==> config.mk <==
export PLATFORM = sky130hd
export DESIGN_NAME = bram_port_arbiter
export DESIGN_NICKNAME = d
export VERILOG_FILES = /design/src/rtl/bram_port_arbiter.sv
export SDC_FILE = /design/constraint.sdc
export NUM_CORES = 1
export LEC_CHECK = 0
export ABC_AREA = 1
export CAP_MARGIN = 20
export CORE_AREA = 5 5 108 110
export CTS_BUF_LIST = sky130_fd_sc_hd__clkbuf_8 sky130_fd_sc_hd__clkbuf_16
export CTS_CLUSTER_SIZE = 10
export DETAILED_ROUTE_END_ITERATION = 8
export DIE_AREA = 0 0 113 115
export GPL_TIMING_DRIVEN = 0
export HOLD_SLACK_MARGIN = 0.12
export PLACE_DENSITY = 0.74
export REMOVE_ABC_BUFFERS = 1
export SETUP_SLACK_MARGIN = 0.5
export SYNTH_ARGS = -nofsm -noshare
export SYNTH_HDL_FRONTEND = slang
export SYNTH_SLANG_ARGS = --single-unit
==> constraint.sdc <==
create_clock -name CLK -period 2.6 [get_ports CLK]
set_input_delay 0.65 -clock CLK [delete_from_list [all_inputs] [get_ports CLK]]
set_output_delay 0.65 -clock CLK [all_outputs]
set_load 0.005 [all_outputs]
==> src/rtl/bram_port_arbiter.sv <==
// Round-robin arbiter sharing one block-RAM port between NUM_REQ requesters.
// Responses are routed back to the issuing requester through an in-flight tag pipeline.
module bram_port_arbiter #(
  parameter int NUM_REQ    = 4,
  parameter int ADDR_WIDTH = 8,
  parameter int DATA_WIDTH = 32,
  parameter int PIPELINED  = 0
) (
  input  logic                             CLK,
  input  logic                             RST,
  input  logic [NUM_REQ-1:0]               req_valid,
  output logic [NUM_REQ-1:0]               req_ready,
  input  logic [NUM_REQ-1:0]               req_we,
  input  logic [NUM_REQ*ADDR_WIDTH-1:0]    req_addr,
  input  logic [NUM_REQ*DATA_WIDTH-1:0]    req_wdata,
  output logic [NUM_REQ-1:0]               rsp_valid,
  output logic [DATA_WIDTH-1:0]            rsp_data,
  output logic                             bram_en,
  output logic                             bram_we,
  output logic [ADDR_WIDTH-1:0]            bram_addr,
  output logic [DATA_WIDTH-1:0]            bram_din,
  input  logic [DATA_WIDTH-1:0]            bram_dout
);

  localparam int LAT = 1 + PIPELINED;
  localparam int IDW = $clog2(NUM_REQ);
  localparam logic [IDW:0] W_NUM = (IDW+1)'(NUM_REQ);

  logic [IDW-1:0] r_ptr;
  logic [LAT-1:0] r_tag_v;
  logic [IDW-1:0] r_tag_id [LAT];

  logic           w_any;
  logic [IDW-1:0] w_gid;
  logic [IDW-1:0] w_idx;
  logic [IDW:0]   w_sum;
  logic [IDW-1:0] w_ptr_nxt;

  // First valid requester at or after the pointer, wrapping modulo NUM_REQ.
  always_comb begin
    w_any     = 1'b0;
    w_gid     = '0;
    w_idx     = '0;
    w_sum     = '0;
    req_ready = '0;
    for (int k = 0; k < NUM_REQ; k++) begin
      w_sum = {1'b0, r_ptr} + (IDW+1)'(k);
      if (w_sum >= W_NUM) w_sum = w_sum - W_NUM;
      w_idx = w_sum[IDW-1:0];
      if (!RST && !w_any && req_valid[w_idx]) begin
        w_any = 1'b1;
        w_gid = w_idx;
      end
    end
    if (w_any) req_ready[w_gid] = 1'b1;
  end

  always_comb begin
    bram_en   = w_any;
    bram_we   = 1'b0;
    bram_addr = '0;
    bram_din  = '0;
    if (w_any) begin
      bram_we   = req_we[w_gid];
      bram_addr = req_addr[int'(w_gid)*ADDR_WIDTH +: ADDR_WIDTH];
      bram_din  = req_wdata[int'(w_gid)*DATA_WIDTH +: DATA_WIDTH];
    end
  end

  assign w_ptr_nxt = (w_gid == IDW'(NUM_REQ-1)) ? '0 : w_gid + 1'b1;

  always_ff @(posedge CLK) begin
    if (RST) begin
      r_ptr   <= '0;
      r_tag_v <= '0;
      for (int i = 0; i < LAT; i++) r_tag_id[i] <= '0;
    end else begin
      if (w_any) r_ptr <= w_ptr_nxt;
      r_tag_v[0]  <= w_any;
      r_tag_id[0] <= w_gid;
      for (int i = 1; i < LAT; i++) begin
        r_tag_v[i]  <= r_tag_v[i-1];
        r_tag_id[i] <= r_tag_id[i-1];
      end
    end
  end

  // Gated by RST so a tag still in flight when reset arrives never surfaces.
  always_comb begin
    rsp_valid = '0;
    rsp_data  = '0;
    if (!RST && r_tag_v[LAT-1]) begin
      rsp_valid[r_tag_id[LAT-1]] = 1'b1;
      rsp_data                   = bram_dout;
    end
  end

endmodule

==> summary.txt, run 1 <==
Drt total wl = 31500 um
Worst Setup End Kind = primary output
Most Frequent Cell on Critical Path = nor2_4
Yosys warns = 0
Uppermost layer routed = met5
Post-synth cell types = 23
Worst-Skew Late Latency = 240 ps
Switching share of power = 54.3%
Commonest non-fill, non-tap cell in the layout = clkdlybuf4s50_1
Site Rows = 38
M1 WL = 9940 um
CP delay by family, top = simple AND/OR/NAND/NOR gates
Data arrival, critical path = 3000 ps
Sw Pwr = 6170 uW
Mapped Area = 3000 um^2
Antenna fix cells = 0
Pwr/cell area = 1260 nW/um^2
Share of the synthesized area in the top cell type = 22.2%
Port bufs = 283
Max incr delay on CP = 450 ps
Seq cells post-synth = 5
Clk_skew = 4.67 ps
Flop pwr share = 2.2%
Met3 Wirelength = 4280 um
Maximum VDD drop = 0.642 mV
Fin util = 84.9%
CP Buf/Inv Count = 5
Crit Path Class = flop to primary output
CTS root buf = clkbuf_8
Die Span X = 113 um
Via count = 6692
Synth area leader = nand3_1
Vias in the first global route = 5862
Share of cells above drive strength 1 = 47.0%
GR Overflow Total = 0
Clock Pin Slew Worst Setup and Hold Paths = 40 ps
DR DRC count = 0
Internal = 5200 uW
CTS Buffer Depth = 2
Most frequent cells in the layout = clkdlybuf4s50_1 (196), inv_1 (161), nand3_1 (73), buf_6 (67), buf_2 (65)
Outcome = finished with violations
# H-tree levels = 1
Worst EP required = 1950 ps
I/O pins = 284
Initial Util = 28.3%
CTS sink cnt = 5
Nets = 1241
Vias/cell = 5.69
FMAX = 274 MHz
Max-slew violations = 0
Mux share of post-synthesis cell area = 0%
Fillers = 537
Post-Layout Cell Count = 1177
Area delta synth->final = 200%
Setup crit start kind = flop
Rel. slew slack = 52.2%
Synth Area in Compound Gates = 7.77%
Largest family of logic cells by synthesized area = simple AND/OR/NAND/NOR gates
Antenna viol nets, final = 0
Max_cap viols = 0
GPL Wtd Cong = 0.829
Final setup margin = -1050 ps
Placement Cell Area = 5770 um^2
Final cycle utilization of the critical path = 140%
Avg Cell Area, Syn = 4.90 um^2
Hpwl dp = 10700 um
Total power = 11400 uW
GRT Overall Usage = 35.2%
Post-Synth Adder-Cell Area = 0.418%
Cells after Synth = 612
Drt wl/cell = 26.8 um
Met2 WL = 14000 um
Slew @ Worst Pin = 717 ps
Critical Path Fanout Max = 9
Post-Synth Simple-Gate Area = 57.0%
Cell Chain, Critical Path = inv_8 > nand2_1 > nand2_2 > nand2_4 > nand2_8 > nor2_4 > nor2_4 > nand3_4 > inv_8 > buf_8 > nor2_4 > buf_8 > nand3_1 > a21oi_1 > buf_2
CTS tree = done
Placed Cells incl. Taps = 993
Crit-path slowest cell = dfxtp_4
RSZ-0062 raised after global routing = true
Initial drt markers = 851
Die area = 13000 um^2
Largest net degree at the start of global routing = 35
Leak = 0.00456 uW
Logic pwr share = 96.5%
Core ar. = 10600 um^2
Initial antenna violation count = 3
Crit path time final = 3650 ps
WHS = 608 ps
Failing checks = negative setup slack
Synth top area cells = nand3_1 (22%), inv_1 (21%), nand2_1 (14%)
Synth Area in XOR/XNOR = 0%
Fin area = 9000 um^2
Final hold violation count = 0
Final setup viols = 47
First-pass GRT wire length = 34800 um
Sequential share of the synthesized area = 3.34%
Worst Hold Class = flop to flop
Clock power share = 1.3%
Router iterations before antenna repair = 5
CTS buffer count = 3
Die Ht = 115 um
Hold_buf cts = 0
==> power groups by stage <==
| stage | combinational (uW) | clock, uW | sequential (uW) |
|---|---|---|---|
| after detailed placement | 5280 | 0 | 153 |
| final | 11000 | 153 | 246 |
| after floorplan | 2570 | 0 | 143 |
| after CTS | 8790 | 148 | 213 |
| after global routing | 11200 | 154 | 248 |
| after global placement | 5230 | 0 | 152 |
==> per-stage QoR <==
stage               setup WS, ps  setup TNS, ps
global route               -1020         -39190
detailed placement         -2180        -130850
CTS                         -440         -16360
finish                     -1050         -37890
global placement           -4260        -227100
floorplan                  -1690         -70820
==> worst paths after layout <==
path	from	endpoint	slack (ps)	cells past startpoint
setup / recovery	r_ptr[1]	bram_din[17]	-1050	15
hold reg to reg	r_ptr[1]	r_ptr[1]	610	2
setup reg to reg	r_ptr[1]	r_ptr[0]	-150	15
hold / removal	r_ptr[1]	r_ptr[1]	610	2
==> Yosys cell counts (all sizes together) <==
| master | instances |
|---|---|
| dfxtp | 5 |
| inv | 170 |
| a211oi | 1 |
| clkbuf | 8 |
| nor3 | 5 |
| nand2 | 124 |
| o21ai | 2 |
| nand4 | 1 |
| nand3 | 137 |
| nand3b | 41 |
| buf | 36 |
| nor2 | 38 |
| ha | 1 |
| a21oi | 43 |
==> cell type report <==
| class | count | area [um^2] | share of cell area [%] |
|---|---|---|---|
| repair buffers | 438 | 4470 | 49.7 |
| multi-input cells | 419 | 3500 | 38.9 |
| inverters | 170 | 694 | 7.71 |
| well taps | 140 | 175 | 1.95 |
| flip-flops and latches | 5 | 108 | 1.20 |
| clock buffers | 3 | 41.3 | 0.459 |
| repair inverters | 1 | 8.76 | 0.0973 |
| clock inverters | 1 | 3.75 | 0.0417 |
==> worst register-to-register path, delay by kind of cell, from the launching register on <==
kind / cells / cell delay (ps)
and+or+nand+nor: 8 / 1170
buffers and inverters: 6 / 850
DFF: 1 / 450
AOI/OAI and AO/OA: 1 / 180
==> sequential cells by signal, summed over array words and instances (netlist names) <==
signal / flops
r_ptr: 2
r_tag_id: 2
r_tag_v: 1
==> routing by layer <==
metal	track usage, %	vias to the layer above
met2	64.1	617
met4	14.3	6
met3	9.05	266
met1	38.9	3032
met5	0	-
li1	-	2771
==> logic make-up (layout without fill, tap and decap cells) <==
family / count (synthesis) / in the layout
AND/OR/NAND/NOR: 346 / 372
buffers and inverters: 214 / 613
AO/OA/AOI/OAI: 46 / 46
flip-flops: 5 / 5
adder cells (fa/ha/maj): 1 / 1
==> repair_timing <==
action | CTS | global route
pin swaps | 98 | 64
gates cloned | 36 | 3
setup buffers | 97 | 44
resized for setup | 552 | 213
endpoints found under the setup margin | 84 | 84
Note: power is estimated with default switching activity, not from simulation.
==> run 2, diff against run 1 <==
Settings changed: CORE_AREA 5 5 108 110 to unset, CORE_MARGIN set to 5, CORE_UTILIZATION set to 28, DIE_AREA 0 0 113 115 to unset, PLACE_DENSITY 0.74 to 0.76.
Clock period 2.6 ns to 3 ns, I/O delays scaled along.
==> run 2 against run 1 <==
Against the previous run:
- clock-buffer cell count unchanged
- die area down 0.95%
- clock power down 13%
- register-to-register slack better by 660 ps
- first-iteration DRC count shrank 39%
- core utilization down 4.2 points
- setup slack improved by 600 ps
- non-clock buffer count shrank 34
- wire length down 18%
- via count down 7.1%
- the flow still finishes with violations (negative setup slack)
- final cell count fell by 3.1%
- sequential cell count is the same
==> summary.txt, run 2 (synthesized netlist as in run 1, its figures left out) <==
Cells on worst reg2reg path = 14 (-1)
Hpwl dp = 10600 um (-1.1%)
I/O pins = 284 (unchanged)
Router iterations before antenna repair = 8 (+3)
Core ar. = 10400 um^2 (-2.2%)
Post-Layout Cell Count = 1141 (-3.1%)
Final setup viols = 45 (-4.3%)
Die area = 12900 um^2 (-0.95%)
Vias/cell = 5.45 (-4.2%)
# H-tree levels = 1 (unchanged)
Largest registers = r_ptr (2), r_tag_id (2), r_tag_v (1)
Worst Hold Class = flop to flop
CP Buf/Inv Count = 7 (+2)
Clock power share = 1.5% (+0.2 points)
CTS Buffer Depth = 2 (unchanged)
Site Rows = 37 (-2.6%)
Commonest non-fill, non-tap cell in the layout = clkdlybuf4s50_1
Clk_skew = 9.56 ps (+4.90 ps)
Register area = 108 um^2 (unchanged)
Antenna viol nets, final = 0 (unchanged)
CTS root buf = clkbuf_8
Area delta synth->final = 179%
GR Layer Usage met1 = 37.7% (-1.2 points)
CTS buffer count = 3 (unchanged)
CP delay by family, top = simple AND/OR/NAND/NOR gates
CTS sink cnt = 5 (unchanged)
Global Route met3 Usage = 9.07% (+0.019 points)
GPL Wtd Cong = 0.851 (+2.7%)
Initial drt markers = 516 (-39%)
CP Depth = 17 (+2)
Max incr delay on CP = 180 ps (-270 ps)
Most frequent cells in the layout = clkdlybuf4s50_1 (195), inv_1 (159), nand3_1 (74), nand2_1 (60), nand3_2 (55)
Port bufs = 283 (unchanged)
Die Ht = 113 um (-1.3%)
Die Span X = 113 um (+0.40%)
Cell Chain, Critical Path = buf_8 > inv_4 > nand2_2 > nand2_2 > nand2_2 > nand2_4 > nor2_4 > nor2_4 > nand3_4 > buf_4 > buf_6 > buf_6 > buf_16 > nand3_1 > nand3_1 > a21oi_1 > buf_2
Initial Util = 28.9% (+0.63 points)
R2R setup slack = 510 ps (+660 ps)
RSZ-0062 raised after global routing = true
Final setup margin = -446 ps (+604 ps)
Hold path depth = 2 (unchanged)
Sw Pwr = 4780 uW (-22%)
Max-slew violations = 0 (unchanged)
GRT Overall Usage = 33.7% (-1.5 points)
Internal = 3950 uW (-24%)
Maximum VDD drop = 0.501 mV (-22%)
Failing checks = negative setup slack
Leak = 0.00430 uW (-5.7%)
Rel. slew slack = 73.6% (+21 points)
DR DRC count = 0 (unchanged)
Most Frequent Cell on Critical Path = nand2_2
Final cycle utilization of the critical path = 115%
Drt total wl = 25900 um (-18%)
Grt met2 use = 59.4% (-4.8 points)
Logic pwr share = 96.5% (about the same)
Worst EP required = 2250 ps (+300 ps)
Placed Cells incl. Taps = 988 (-0.50%)
Critical Path Fanout Max = 8 (-1)
Largest net degree at the start of global routing = 47 (+34%)
GR Overflow Total = 0 (unchanged)
Share of cells above drive strength 1 = 40.9% (-6.0 points)
Vias in the first global route = 5880 (+0.31%)
Area of the multi-input gates = 3290 um^2 (-5.9%)
Drt wl/cell = 22.7 um (-15%)
Initial antenna violation count = 0 (-3)
Via count = 6217 (-7.1%)
FMAX = 290 MHz
Worst-Skew Late Latency = 230 ps (about the same)
Fillers = 658 (+23%)
Crit path time final = 3450 ps
Crit-path slowest cell = a21oi_1
Data arrival, critical path = 2700 ps (-300 ps)
Worst Setup End Kind = primary output
Clock Pin Slew Worst Setup and Hold Paths = 50 ps (about the same)
Total power = 8740 uW (-23%)
GRT busiest layer = met2
Final hold violation count = 0 (unchanged)
Pwr/cell area = 1040 nW/um^2 (-17%)
Nets = 1208 (-2.7%)
CTS tree = done
Crit Path Class = primary input to primary output
Slew @ Worst Pin = 396 ps (-321 ps)
Flop pwr share = 2.0% (-0.2 points)
Outcome = finished with violations
Fin util = 80.7% (-4.2 points)
Max_cap viols = 0 (unchanged)
Setup crit start kind = primary input
Switching share of power = 54.7% (+0.47 points)
First-pass GRT wire length = 33600 um (-3.5%)
## run 2: through the flow
| step | instance area (um^2) | setup TNS [ps] | setup WS (ps) | hold WS (ps) |
|---|---|---|---|---|
| 6_report | 8370 | -14110 | -446 | 625 |
| 5_1_grt | 8360 | -16560 | -514 | 634 |
| 4_1_cts | 7760 | -7110 | -297 | 670 |
| 3_5_place_dp | 5740 | -118220 | -2220 | 660 |
| 3_3_place_gp | 5700 | -199960 | -3910 | 645 |
| 2_1_floorplan | 2690 | -61220 | -1490 | 563 |
## run 2: area by class of cell
class                           count  area share [%]
Timing Repair Buffer              404            48.5
Sequential cell                     5            1.29
Antenna cell                        1          0.0299
Inverter                          170            8.31
Multi-Input combinational cell    421            39.3
Tap cell                          136            2.03
Clock buffer                        3           0.493
Clock inverter                      1          0.0449
## run 2: layer usage
metal | wire length [um] | share of wire, %
met5 | 0 | 0
met4 | 1770 | 6.8
met3 | 2990 | 12
met2 | 12200 | 47
met1 | 8920 | 34
## run 2: what timing repair did
action | in CTS | in global routing
pin swaps | 77 | 43
hold buffers | 0 | 0
setup endpoints to repair | 85 | 51
setup buffers | 85 | 27
gates cloned | 36 | 0
gates resized for setup | 486 | 131
## run 2: worst paths after layout
kind	start	to
worst max-delay path	req_valid[2]	bram_din[12]
worst min-delay path	r_ptr[0]	r_ptr[0]
worst max register to register	r_ptr[0]	r_ptr[1]
worst min register to register	r_ptr[0]	r_ptr[0]
## run 2: worst register-to-register path, cell delays in order, from the launching register on
cell and delay (ps):
dfxtp_4 430, buf_12 140, nand2_1 60, nand2_2 120, nand2_2 110, nand2_4 110
nor2_4 50, nor2_4 170, nand3_4 160, buf_4 170, buf_6 130, nand3_4 190
ha_4 240, o21ai_0 200, a21oi_1 70
## run 2: power by group through the flow
stage	combinational, uW	sequential, uW	clock (uW)
finish	8430	177	133
global route	8780	177	135
CTS	7100	170	126
detailed placement	4550	134	0
global placement	4540	132	0
floorplan	2220	124	0
==> run 3, diff against run 2 <==
Settings changed: ABC_AREA 1 to unset, CORE_UTILIZATION 28 to 27, PLACE_DENSITY 0.76 to 0.85.
==> run 3 against run 2 <==
Against the previous run:
- the flow still finishes with violations (negative setup slack)
- critical endpoint is now bram_din[17]
- die area shrank 4.3%
- core utilization shrank 15 points
- maximum frequency shrank 5.9%
- sequential cell count is the same
==> summary.txt, run 3 <==
Clock Pin Slew Worst Setup and Hold Paths = 40 ps (about the same)
Antenna viol nets, final = 0 (unchanged)
DR DRC count = 0 (unchanged)
CTS buffer count = 3 (unchanged)
Worst Setup End Kind = primary output
Hpwl dp = 11100 um (+4.8%)
Drt wl/cell = 21.4 um (-5.8%)
Setup crit start kind = primary input
Final setup margin = -663 ps (-217 ps)
CTS Buffer Depth = 2 (unchanged)
Die Span X = 111 um (-2.2%)
Vias in the first global route = 4601 (-22%)
Post-Layout Cell Count = 840 (-26%)
Failing checks = negative setup slack
Data arrival, critical path = 2910 ps (+210 ps)
Crit path time final = 3660 ps (+217 ps)
Final cycle utilization of the critical path = 122% (+7.2 points)
Port bufs = 283 (unchanged)
Largest net degree at the start of global routing = 51 (+8.5%)
Worst EP required = 2250 ps (about the same)
Sequential share of the synthesized area = 3.63% (+0.29 points)
Final setup viols = 46 (+2.2%)
Largest registers = r_ptr (2), r_tag_id (2), r_tag_v (1)
Max_cap viols = 0 (unchanged)
Most frequent cells in the layout = clkdlybuf4s50_1 (196), mux2i_1 (81), nand2_1 (43), buf_2 (42)
Critical Path Source = RST
RR Startpoint = r_ptr[1]
GPL Wtd Cong = 0.872 (+2.5%)
GR Overflow Total = 0 (unchanged)
CP Depth = 11 (-6)
Final hold violation count = 0 (unchanged)
Total power = 4760 uW (-46%)
Initial antenna violation count = 0 (unchanged)
Share of cells above drive strength 1 = 23.9% (-17 points)
Leak = 0.00317 uW (-26%)
Critical Path Fanout Max = 12 (+4)
Cells after Synth = 389 (-36%)
Clk_skew = 2.18 ps (-7.38 ps)
Via count = 4491 (-28%)
Crit Path Class = primary input to primary output
# H-tree levels = 1 (unchanged)
Initial drt markers = 253 (-51%)
CTS root buf = clkbuf_8
Die area = 12300 um^2 (-4.3%)
Fillers = 815 (+24%)
Asr flop ratio synth = 0% (unchanged)
Router iterations before antenna repair = 4 (-4)
R2R setup slack = 290 ps (-220 ps)
Core ar. = 9860 um^2 (-4.9%)
Worst Hold Class = flop to flop
Post-synth EDFFs = 0 (unchanged)
I/O pins = 284 (unchanged)
CTS sink cnt = 5 (unchanged)
Area delta synth->final = 135%
Post-synth cell types = 47 (+100%)
Most Frequent Cell on Critical Path = buf_12
CP delay by family, top = simple AND/OR/NAND/NOR gates
Commonest non-fill, non-tap cell in the layout = clkdlybuf4s50_1
First-pass GRT wire length = 26500 um (-21%)
Most numerous cell in the Yosys netlist = mux2i_1
Die Ht = 111 um (-2.2%)
Placed Cells incl. Taps = 769 (-22%)
Max-slew violations = 0 (unchanged)
Top cells by count, synth = mux2i_1 (86), nand2_1 (44), and3_1 (42)
Nets = 911 (-25%)
Dominant synthesized flop cell = dfxtp_1
Drt total wl = 18000 um (-31%)
GRT Overall Usage = 26.8% (-6.9 points)
Reg-to-Reg End = r_ptr[1]
Seq cells post-synth = 5 (unchanged)
Critical Path Sink = bram_din[17]
Cell Chain, Critical Path = buf_6 > or2_2 > o22a_4 > nor3_4 > nand3b_1 > o311ai_4 > buf_12 > buf_16 > buf_12 > mux2i_1 > buf_2
Yosys warns = 0 (unchanged)
Rel. slew slack = 68.6% (-5.0 points)
CP Buf/Inv Count = 5 (-2)
Initial Util = 27.9% (-0.98 points)
Synth top area cells = mux2i_1 (31%), and3_1 (9.5%), and2_1 (7.7%)
Site Rows = 36 (-2.7%)
Mapped Area = 2750 um^2 (-8.1%)
Antenna fix cells = 0 (-1)
Pwr/cell area = 734 nW/um^2 (-30%)
Cells on worst reg2reg path = 10 (-4)
Vias/cell = 5.35 (-1.9%)
Maximum VDD drop = 0.379 mV (-24%)
Avg Cell Area, Syn = 7.08 um^2 (+45%)
Share of the synthesized area in the top cell type = 31.3% (+9.0 points)
Crit-path slowest cell = or2_2
Outcome = finished with violations
FMAX = 273 MHz (-5.9%)
RSZ-0062 raised after global routing = true
Slew @ Worst Pin = 468 ps (+72.3 ps)
Synth area leader = mux2i_1
Worst-Skew Late Latency = 230 ps (about the same)
Max incr delay on CP = 330 ps (+150 ps)
CTS tree = done
run 3: cell types whose count changed after synthesis, sizes merged, moves of 41 or more:
cell and change:
and3 +42, inv -166, mux2i +86, nand2 -80, nand3 -137, o21ai +41
run 3: worst reg2reg max path, delay by kind of cell (launching register included):
family	cells	cell delay, ps
buffers and inverters	3	430
and+or+nand+nor	2	690
AOI/OAI and AO/OA	3	670
adders and majority gates	1	230
DFF	1	430
muxes	1	150
run 3: routing by layer:
layer  global-route usage (%)  vias to the layer above  part of all wire (%)
met2                     50.7                      261                    53
met3                     5.24                       31                   8.0
met5                        0                        -                     0
li1                         -                     2074                     -
met1                     30.3                     2125                    37
met4                     7.47                        0                   1.9
run 3: worst min path at each step:
stage	endpoint	slack (ps)	cells after the start	startpoint
6_report	r_ptr[0]	700	2	r_ptr[0]
5_1_grt	r_ptr[0]	720	2	r_ptr[0]
4_1_cts	r_ptr[1]	690	2	r_ptr[1]
2_1_floorplan	r_ptr[1]	620	2	r_ptr[1]
3_3_place_gp	r_ptr[1]	700	2	r_ptr[1]
3_5_place_dp	r_ptr[1]	750	2	r_ptr[1]
run 3: metrics by stage:
stage | utilization (%) | hold slack, ps | area, um^2 | TNS, ps | setup WS (ps)
after detailed placement | 56.4 | 753 | 5570 | -129500 | -2260
final | 65.7 | 695 | 6480 | -26650 | -663
after global placement | 54.9 | 697 | 5420 | -257990 | -4770
after CTS | 63.0 | 692 | 6220 | -26770 | -694
after floorplan | - | 624 | 2420 | -117560 | -2600
after global routing | 65.7 | 723 | 6480 | -29620 | -728
run 3: cell families (layout without fill, tap and decap cells):
kind of cell / count (synthesis) / in the layout / synth area share (%)
AOI/OAI and AO/OA: 101 / 114 / 21.6
adders and majority gates: 1 / 1 / 0.454
buffers and inverters: 48 / 352 / 12.6
DFF: 5 / 5 / 3.63
muxes: 86 / 86 / 31.3
and+or+nand+nor: 148 / 149 / 30.4
run 3: timing repair:
| action | 4_1_cts | 5_1_grt |
|---|---|---|
| endpoints found under the hold margin | 0 | 0 |
| gates resized for setup | 307 | 39 |
| buffers inserted | 34 | 15 |
| setup endpoints to repair | 86 | 49 |
| hold buffers | 0 | 0 |
| gates cloned | 17 | 1 |
| pin swaps | 13 | 11 |
run 3: area by class of cell:
cell class	count	area, um^2	area share, %
multi-input combinational	350	2790	43.0
tap	133	166	2.57
timing repair buffer	344	3350	51.8
clock buffer	3	41.3	0.637
inverter	4	20.0	0.309
sequential	5	105	1.62
clock inverter	1	3.75	0.0579
run 3: power breakdown:
group / total (uW) / switching (uW) / leakage, uW / internal, uW
clock network: 128 / 39.7 / 0.0000269 / 88.3
registers: 207 / 106 / 0.0000426 / 101
logic: 4420 / 2000 / 0.00310 / 2430
total: 4760 / 2140 / 0.00317 / 2610
